===== src/rtl/motor_ctrl_pkg.sv =====
// Shared definitions for the motor ramp controller.
//   state_e            : controller FSM states
//   DUTY_MAX           : full-scale PWM duty
//   *_DEF              : default values for the controller parameters
//   sat_add_duty()     : 9-bit add of a duty and a step, saturated to DUTY_MAX
package motor_ctrl_pkg;

  typedef enum logic [2:0] {
    ST_IDLE    = 3'd0,
    ST_ARMED   = 3'd1,
    ST_CONFIRM = 3'd2,
    ST_RAMP    = 3'd3,
    ST_RUN     = 3'd4,
    ST_FAULT   = 3'd5
  } state_e;

  localparam logic [7:0] DUTY_MAX = 8'd255;

  localparam int CONFIRM_CYCLES_DEF = 3;
  localparam int STEP_CYCLES_DEF    = 4;
  localparam int RAMP_STEP_DEF      = 16;

  // The sum is formed 9 bits wide so a carry out of bit 7 is seen as overflow.
  function automatic logic [7:0] sat_add_duty(input logic [7:0] duty,
                                              input logic [7:0] step);
    logic [8:0] sum;
    sum = {1'b0, duty} + {1'b0, step};
    if (sum >= {1'b0, DUTY_MAX}) return DUTY_MAX;
    return sum[7:0];
  endfunction

endpackage


===== src/rtl/pwm_gen.sv =====
// PWM generator with a free-running 8-bit counter.
//   clk     : clock, rising edge
//   reset   : synchronous active-high reset
//   duty    : requested duty 0..255
//   pwm_out : registered drive, high when the previous cycle's counter was
//             below the previous cycle's duty
// The counter wraps 255 -> 0, so duty 255 is high 255 of every 256 cycles
// and duty 0 is constant low.
module pwm_gen (
  input  logic       clk,
  input  logic       reset,
  input  logic [7:0] duty,
  output logic       pwm_out
);

  logic [7:0] pwm_cnt_q, pwm_cnt_d;
  logic       pwm_out_q, pwm_out_d;

  always_comb begin
    pwm_cnt_d = pwm_cnt_q + 8'd1;
    pwm_out_d = (pwm_cnt_q < duty);
  end

  always_ff @(posedge clk) begin
    if (reset) begin
      pwm_cnt_q <= 8'd0;
      pwm_out_q <= 1'b0;
    end else begin
      pwm_cnt_q <= pwm_cnt_d;
      pwm_out_q <= pwm_out_d;
    end
  end

  assign pwm_out = pwm_out_q;

endmodule


===== src/rtl/motor_ramp_ctrl.sv =====
// Motor soft-start controller.
// An f pulse arms the controller; g must then be high for CONFIRM_CYCLES
// consecutive samples before the duty ramps from 0 in RAMP_STEP increments
// every STEP_CYCLES cycles up to full scale (RUN). Losing g while ramping or
// running is a sticky FAULT that only reset clears.
//   clk       : clock, rising edge
//   reset     : synchronous active-high reset
//   f         : one-cycle start pulse
//   g         : motor-enable level
//   duty      : current PWM duty (registered)
//   pwm_out   : registered PWM drive
//   running   : high in RAMP or RUN
//   ramp_done : high in RUN
//   fault     : high in FAULT
//   state_dbg : current FSM state
// CONFIRM_CYCLES must be at least 2 (ARMED consumes the first g sample).
module motor_ramp_ctrl
  import motor_ctrl_pkg::*;
#(
  parameter int CONFIRM_CYCLES = CONFIRM_CYCLES_DEF,
  parameter int STEP_CYCLES    = STEP_CYCLES_DEF,
  parameter int RAMP_STEP      = RAMP_STEP_DEF
) (
  input  logic       clk,
  input  logic       reset,
  input  logic       f,
  input  logic       g,
  output logic [7:0] duty,
  output logic       pwm_out,
  output logic       running,
  output logic       ramp_done,
  output logic       fault,
  output state_e     state_dbg
);

  localparam int CONF_W = $clog2(CONFIRM_CYCLES + 1);
  localparam int STEP_W = $clog2(STEP_CYCLES + 1);

  state_e            state_q, state_d;
  logic [7:0]        duty_q, duty_d;
  logic [CONF_W-1:0] conf_cnt_q, conf_cnt_d;
  logic [STEP_W-1:0] step_cnt_q, step_cnt_d;
  logic [7:0]        next_duty;

  assign next_duty = sat_add_duty(duty_q, 8'(RAMP_STEP));

  always_comb begin
    state_d    = state_q;
    duty_d     = duty_q;
    conf_cnt_d = conf_cnt_q;
    step_cnt_d = step_cnt_q;
    unique case (state_q)
      ST_IDLE: begin
        duty_d     = 8'd0;
        conf_cnt_d = '0;
        step_cnt_d = '0;
        if (f) state_d = ST_ARMED;
      end
      ST_ARMED: begin
        duty_d = 8'd0;
        if (g) begin
          state_d    = ST_CONFIRM;
          conf_cnt_d = CONF_W'(1);
        end
      end
      ST_CONFIRM: begin
        duty_d = 8'd0;
        if (!g) begin
          state_d    = ST_IDLE;
          conf_cnt_d = '0;
        end else if (conf_cnt_q == CONF_W'(CONFIRM_CYCLES - 1)) begin
          state_d    = ST_RAMP;
          conf_cnt_d = '0;
          step_cnt_d = '0;
        end else begin
          conf_cnt_d = conf_cnt_q + CONF_W'(1);
        end
      end
      ST_RAMP: begin
        // Loss of g wins over a step landing on the same edge.
        if (!g) begin
          state_d    = ST_FAULT;
          duty_d     = 8'd0;
          step_cnt_d = '0;
        end else if (step_cnt_q == STEP_W'(STEP_CYCLES - 1)) begin
          step_cnt_d = '0;
          duty_d     = next_duty;
          if (next_duty == DUTY_MAX) state_d = ST_RUN;
        end else begin
          step_cnt_d = step_cnt_q + STEP_W'(1);
        end
      end
      ST_RUN: begin
        duty_d = DUTY_MAX;
        if (!g) begin
          state_d = ST_FAULT;
          duty_d  = 8'd0;
        end
      end
      ST_FAULT: begin
        duty_d = 8'd0;
      end
      default: begin
        state_d = ST_IDLE;
        duty_d  = 8'd0;
      end
    endcase
  end

  always_ff @(posedge clk) begin
    if (reset) begin
      state_q    <= ST_IDLE;
      duty_q     <= 8'd0;
      conf_cnt_q <= '0;
      step_cnt_q <= '0;
    end else begin
      state_q    <= state_d;
      duty_q     <= duty_d;
      conf_cnt_q <= conf_cnt_d;
      step_cnt_q <= step_cnt_d;
    end
  end

  assign duty      = duty_q;
  assign running   = (state_q == ST_RAMP) || (state_q == ST_RUN);
  assign ramp_done = (state_q == ST_RUN);
  assign fault     = (state_q == ST_FAULT);
  assign state_dbg = state_q;

  pwm_gen u_pwm_gen (
    .clk     (clk),
    .reset   (reset),
    .duty    (duty_q),
    .pwm_out (pwm_out)
  );

endmodule


===== config.mk =====
export PLATFORM = sky130hd
export DESIGN_NAME = motor_ramp_ctrl
export DESIGN_NICKNAME = d
export VERILOG_FILES = /design/src/rtl/motor_ctrl_pkg.sv /design/src/rtl/pwm_gen.sv /design/src/rtl/motor_ramp_ctrl.sv
export SDC_FILE = /design/constraint.sdc
export NUM_CORES = 1
export LEC_CHECK = 0
export CORE_MARGIN = 3
export CORE_UTILIZATION = 30
export DETAILED_ROUTE_END_ITERATION = 7
export GPL_ROUTABILITY_DRIVEN = 0
export GPL_TIMING_DRIVEN = 0
export PLACE_DENSITY = 0.56
export SLEW_MARGIN = 20
export SYNTH_ARGS = -nofsm -noshare
export SYNTH_HDL_FRONTEND = slang
export SYNTH_HIERARCHICAL = 1
export SYNTH_SLANG_ARGS = --single-unit
export TNS_END_PERCENT = 100

===== constraint.sdc =====
create_clock -name clk -period 2.62 [get_ports clk]
set_clock_uncertainty 0.05 [all_clocks]
set_input_delay 0.786 -clock clk [delete_from_list [all_inputs] [get_ports clk]]
set_output_delay 0.786 -clock clk [all_outputs]
set_load 0.03 [all_outputs]

==> impl_metrics.yaml <==
grt:
  grt_pass1_vias: 1231
  antenna_found_initial: 0
  grt_max_degree: 15
  grt.busiest_layer: "met2"
  use_met1_pct: 15.83
  grt.overflow.total: 0
  met2_usage_pct: 19.54
  grt_pass1_wl_um: 5326
  track_usage_pct: 11.83
  met3_usage_pct: 1.869
synth:
  yosys_warnings: 6
  synth_most_common_cell: "dfxtp_1"
  synth_flop_cell: "dfxtp_1"
  yosys.area.top_type: "dfxtp_1"
  synth_edf_count: 0
  netlist_instances: 159
  ys_ff_latch: 25
  synthArstFlopShare_pct: 0
  synth_fp_nets: 174
  yosysUniqueCellTypes: 52
  synth_seq_area_share_pct: 34.90
  netlist_area_mm2: 0.001434
  synth_top_cell_area_share_pct: 34.90
  synth_area_per_cell_um2: 9.018
  synth.area.top_cells: "dfxtp_1 (35%), ha_1 (9.6%), a21oi_1 (5.2%)"
  synth_common_cells: "dfxtp_1 (25), a21oi_1 (15), ha_1 (11), nor2_1 (11), inv_1 (9)"
die:
  ios: 19
  std_cell_rows: 24
  initial_core_util_pct: 32.05
  core_mm2: 0.004474
  die-height_um: 75.14
  die_width_um: 75.14
  die_area_mm2: 0.005645
power:
  fin_total_pwr_mw: 1.288
  leakagePower_nw: 0.6436
  powerDensity_mw_per_mm2: 750.2
  max-vdd-ir-drop_v: 0.0002660
run_status:
  status: "finished clean"
setup_path:
  cp.required_ns: 1.78
  path_delay_family: "buffers and inverters"
  slowest_delay_ns: 0.47
  endpoint_kind: "output pin"
  start_kind: "flop"
  crit_chain: "buf_4 -> nor2b_1 -> and2_1 -> clkdlybuf4s15_1"
  cp.arrival_ns: 1.66
  critPathBufInv: 2
  crit_fanout: 10
  crit_path_top_delay_cell: "dfxtp_1"
  critPathKind: "reg -> out"
clocking:
  root_buffer: "clkbuf_8"
  clockBufferDepth: 2
  cts_tree: "built"
  cts_inserted_buffers: 3
  clk_pin_slew_ns: 0.09
  clock_latency_ns: 0.26
  postCtsHoldBufs: 0
  cts.sinks: 25
  htreeDepth: 1
  post_cts_buffers: 0
sta:
  maxSlewHeadroom_pct: 73.24
  max_freq_mhz: 401.3
  rsz0062_at_grt: "no"
  worstMarginPinSlew_ns: 0.3913
  hold_slack_ns: 0.4371
  fin_crit_sh_pct: 95.11
  worst_slack_ns: 0.1280
  finalCriticalPeriod_ns: 2.492
  setup_viol: 0
  tns_ns: 0
  slew_violations: 0
  hold_viol_final: 0
routing:
  routedWlPerCell_um: 12.86
  ant_nets: 0
  drt_iter0_drc: 26
  vias_per_cell: 5.134
  vias: 1191
  drt_first_pass_iters: 4
  drc: 0
  wirelength_um: 2984
place:
  portBuffers: 17
  place_ws_ns: 0.1267
  place_hpwl_um: 2292
run:
  maxCapViolations: 0
final_layout:
  final_nets: 196
  multiInputGateArea_um2: 870.8
  n_antenna_cell: 0
  drive_gt1_share_pct: 12.78
  syn_to_final_growth_pct: 19.72
  fill_cells: 456
  seq_area_um2: 500.5
worst_hold_path:
  hp-class: "reg -> reg"
## report_power, final
| group | internal (mW) | switching (mW) | total (mW) |
|---|---|---|---|
| logic | 0.249 | 0.336 | 0.585 |
| registers | 0.423 | 0.0494 | 0.472 |
| clock network | 0.106 | 0.124 | 0.231 |
| total | 0.778 | 0.510 | 1.29 |
## worst register-to-register path, cell delays in order, from the launching register on
cell and delay [ns]:
dfxtp_1 0.49, inv_1 0.08, ha_1 0.33, o21ba_2 0.23
o31ai_4 0.28, a21oi_2 0.10, nor3_4 0.18, o221a_1 0.22
## path summary, 6_finish.rpt
check	from	endpoint	slack [ns]	cells past startpoint
worst min-delay path	step_cnt_q[2]$_SDFFE_PP0P_	step_cnt_q[2]$_SDFFE_PP0P_	0.44	1
worst max-delay path	state_dbg[0]$_SDFFE_PP0P_	fault	0.13	4
worst max register to register	duty[4]$_SDFFE_PP0N_	state_dbg[2]$_SDFFE_PP0P_	0.61	7
worst min register to register	step_cnt_q[2]$_SDFFE_PP0P_	step_cnt_q[2]$_SDFFE_PP0P_	0.44	1
## sequential cells by signal (all words and copies together) (netlist names)
register             cells
step_cnt_q               3
conf_cnt_q               2
u_pwm_gen/pwm_out        1
duty                     8
u_pwm_gen/pwm_cnt_q      8
state_dbg                3
## placed cells by master (no fill, tap or decap), types with 2 or more instances in the layout
cell             Yosys  routed
o21ai_0              8       8
ha_1                11      11
and3_1               2       2
nand2_1              7       7
a211oi_1             3       3
nand2b_1             3       3
nor3_1               4       4
a21oi_2              3       3
clkdlybuf4s50_1      0      14
dfxtp_1             25      25
nand3_1              4       4
nor2_1              11      11
xor2_1               2       2
inv_1                9       9
o21a_1               4       4
clkbuf_8             0       3
xnor2_1              2       2
o21ai_1              2       2
a21oi_1             15      15
nor2b_1              8       8
buf_4                2       2
buf_2                2       2
## repair_timing
item                                   in CTS  in global routing
endpoints found under the hold margin       0                  0
pin swaps                                   0                  0
setup endpoints to repair                   2                  2
gates resized for setup                     2                  2
## cell type report
type	count	area share, %
multi-input combinational	120	50.73
sequential	25	29.15
timing repair buffer	17	9.985
tap	52	3.790
clock buffer	3	2.405
inverter	9	1.968
buffer	5	1.676
clock inverter	1	0.2915
## metrics by stage
step           util (%)  instances  instance area (um2)
5_1_grt           38.37        232                 1717
3_5_place_dp      37.30        228                 1669
4_1_cts           38.28        232                 1713
3_3_place_gp      37.30        228                 1669
6_report          38.37        232                 1717
2_1_floorplan         -        159                 1434
## layer usage
metal,share of wire (%),up-vias
met3,2.9,4
met1,51,557
met4,1.3,0
met5,0,-
met2,45,18
li1,-,612
## cell families (layout without fill, tap and decap cells)
group / Yosys count / after routing / synth area share [%]
flip-flops: 25 / 25 / 34.90
AND/OR/NAND/NOR: 55 / 55 / 22.78
adder cells (fa/ha/maj): 11 / 11 / 9.598
buffers and inverters: 14 / 35 / 4.362
AO/OA/AOI/OAI: 48 / 48 / 24.43
multiplexers: 2 / 2 / 1.483
XOR/XNOR: 4 / 4 / 2.444
Power figures use the tool's default switching activity.
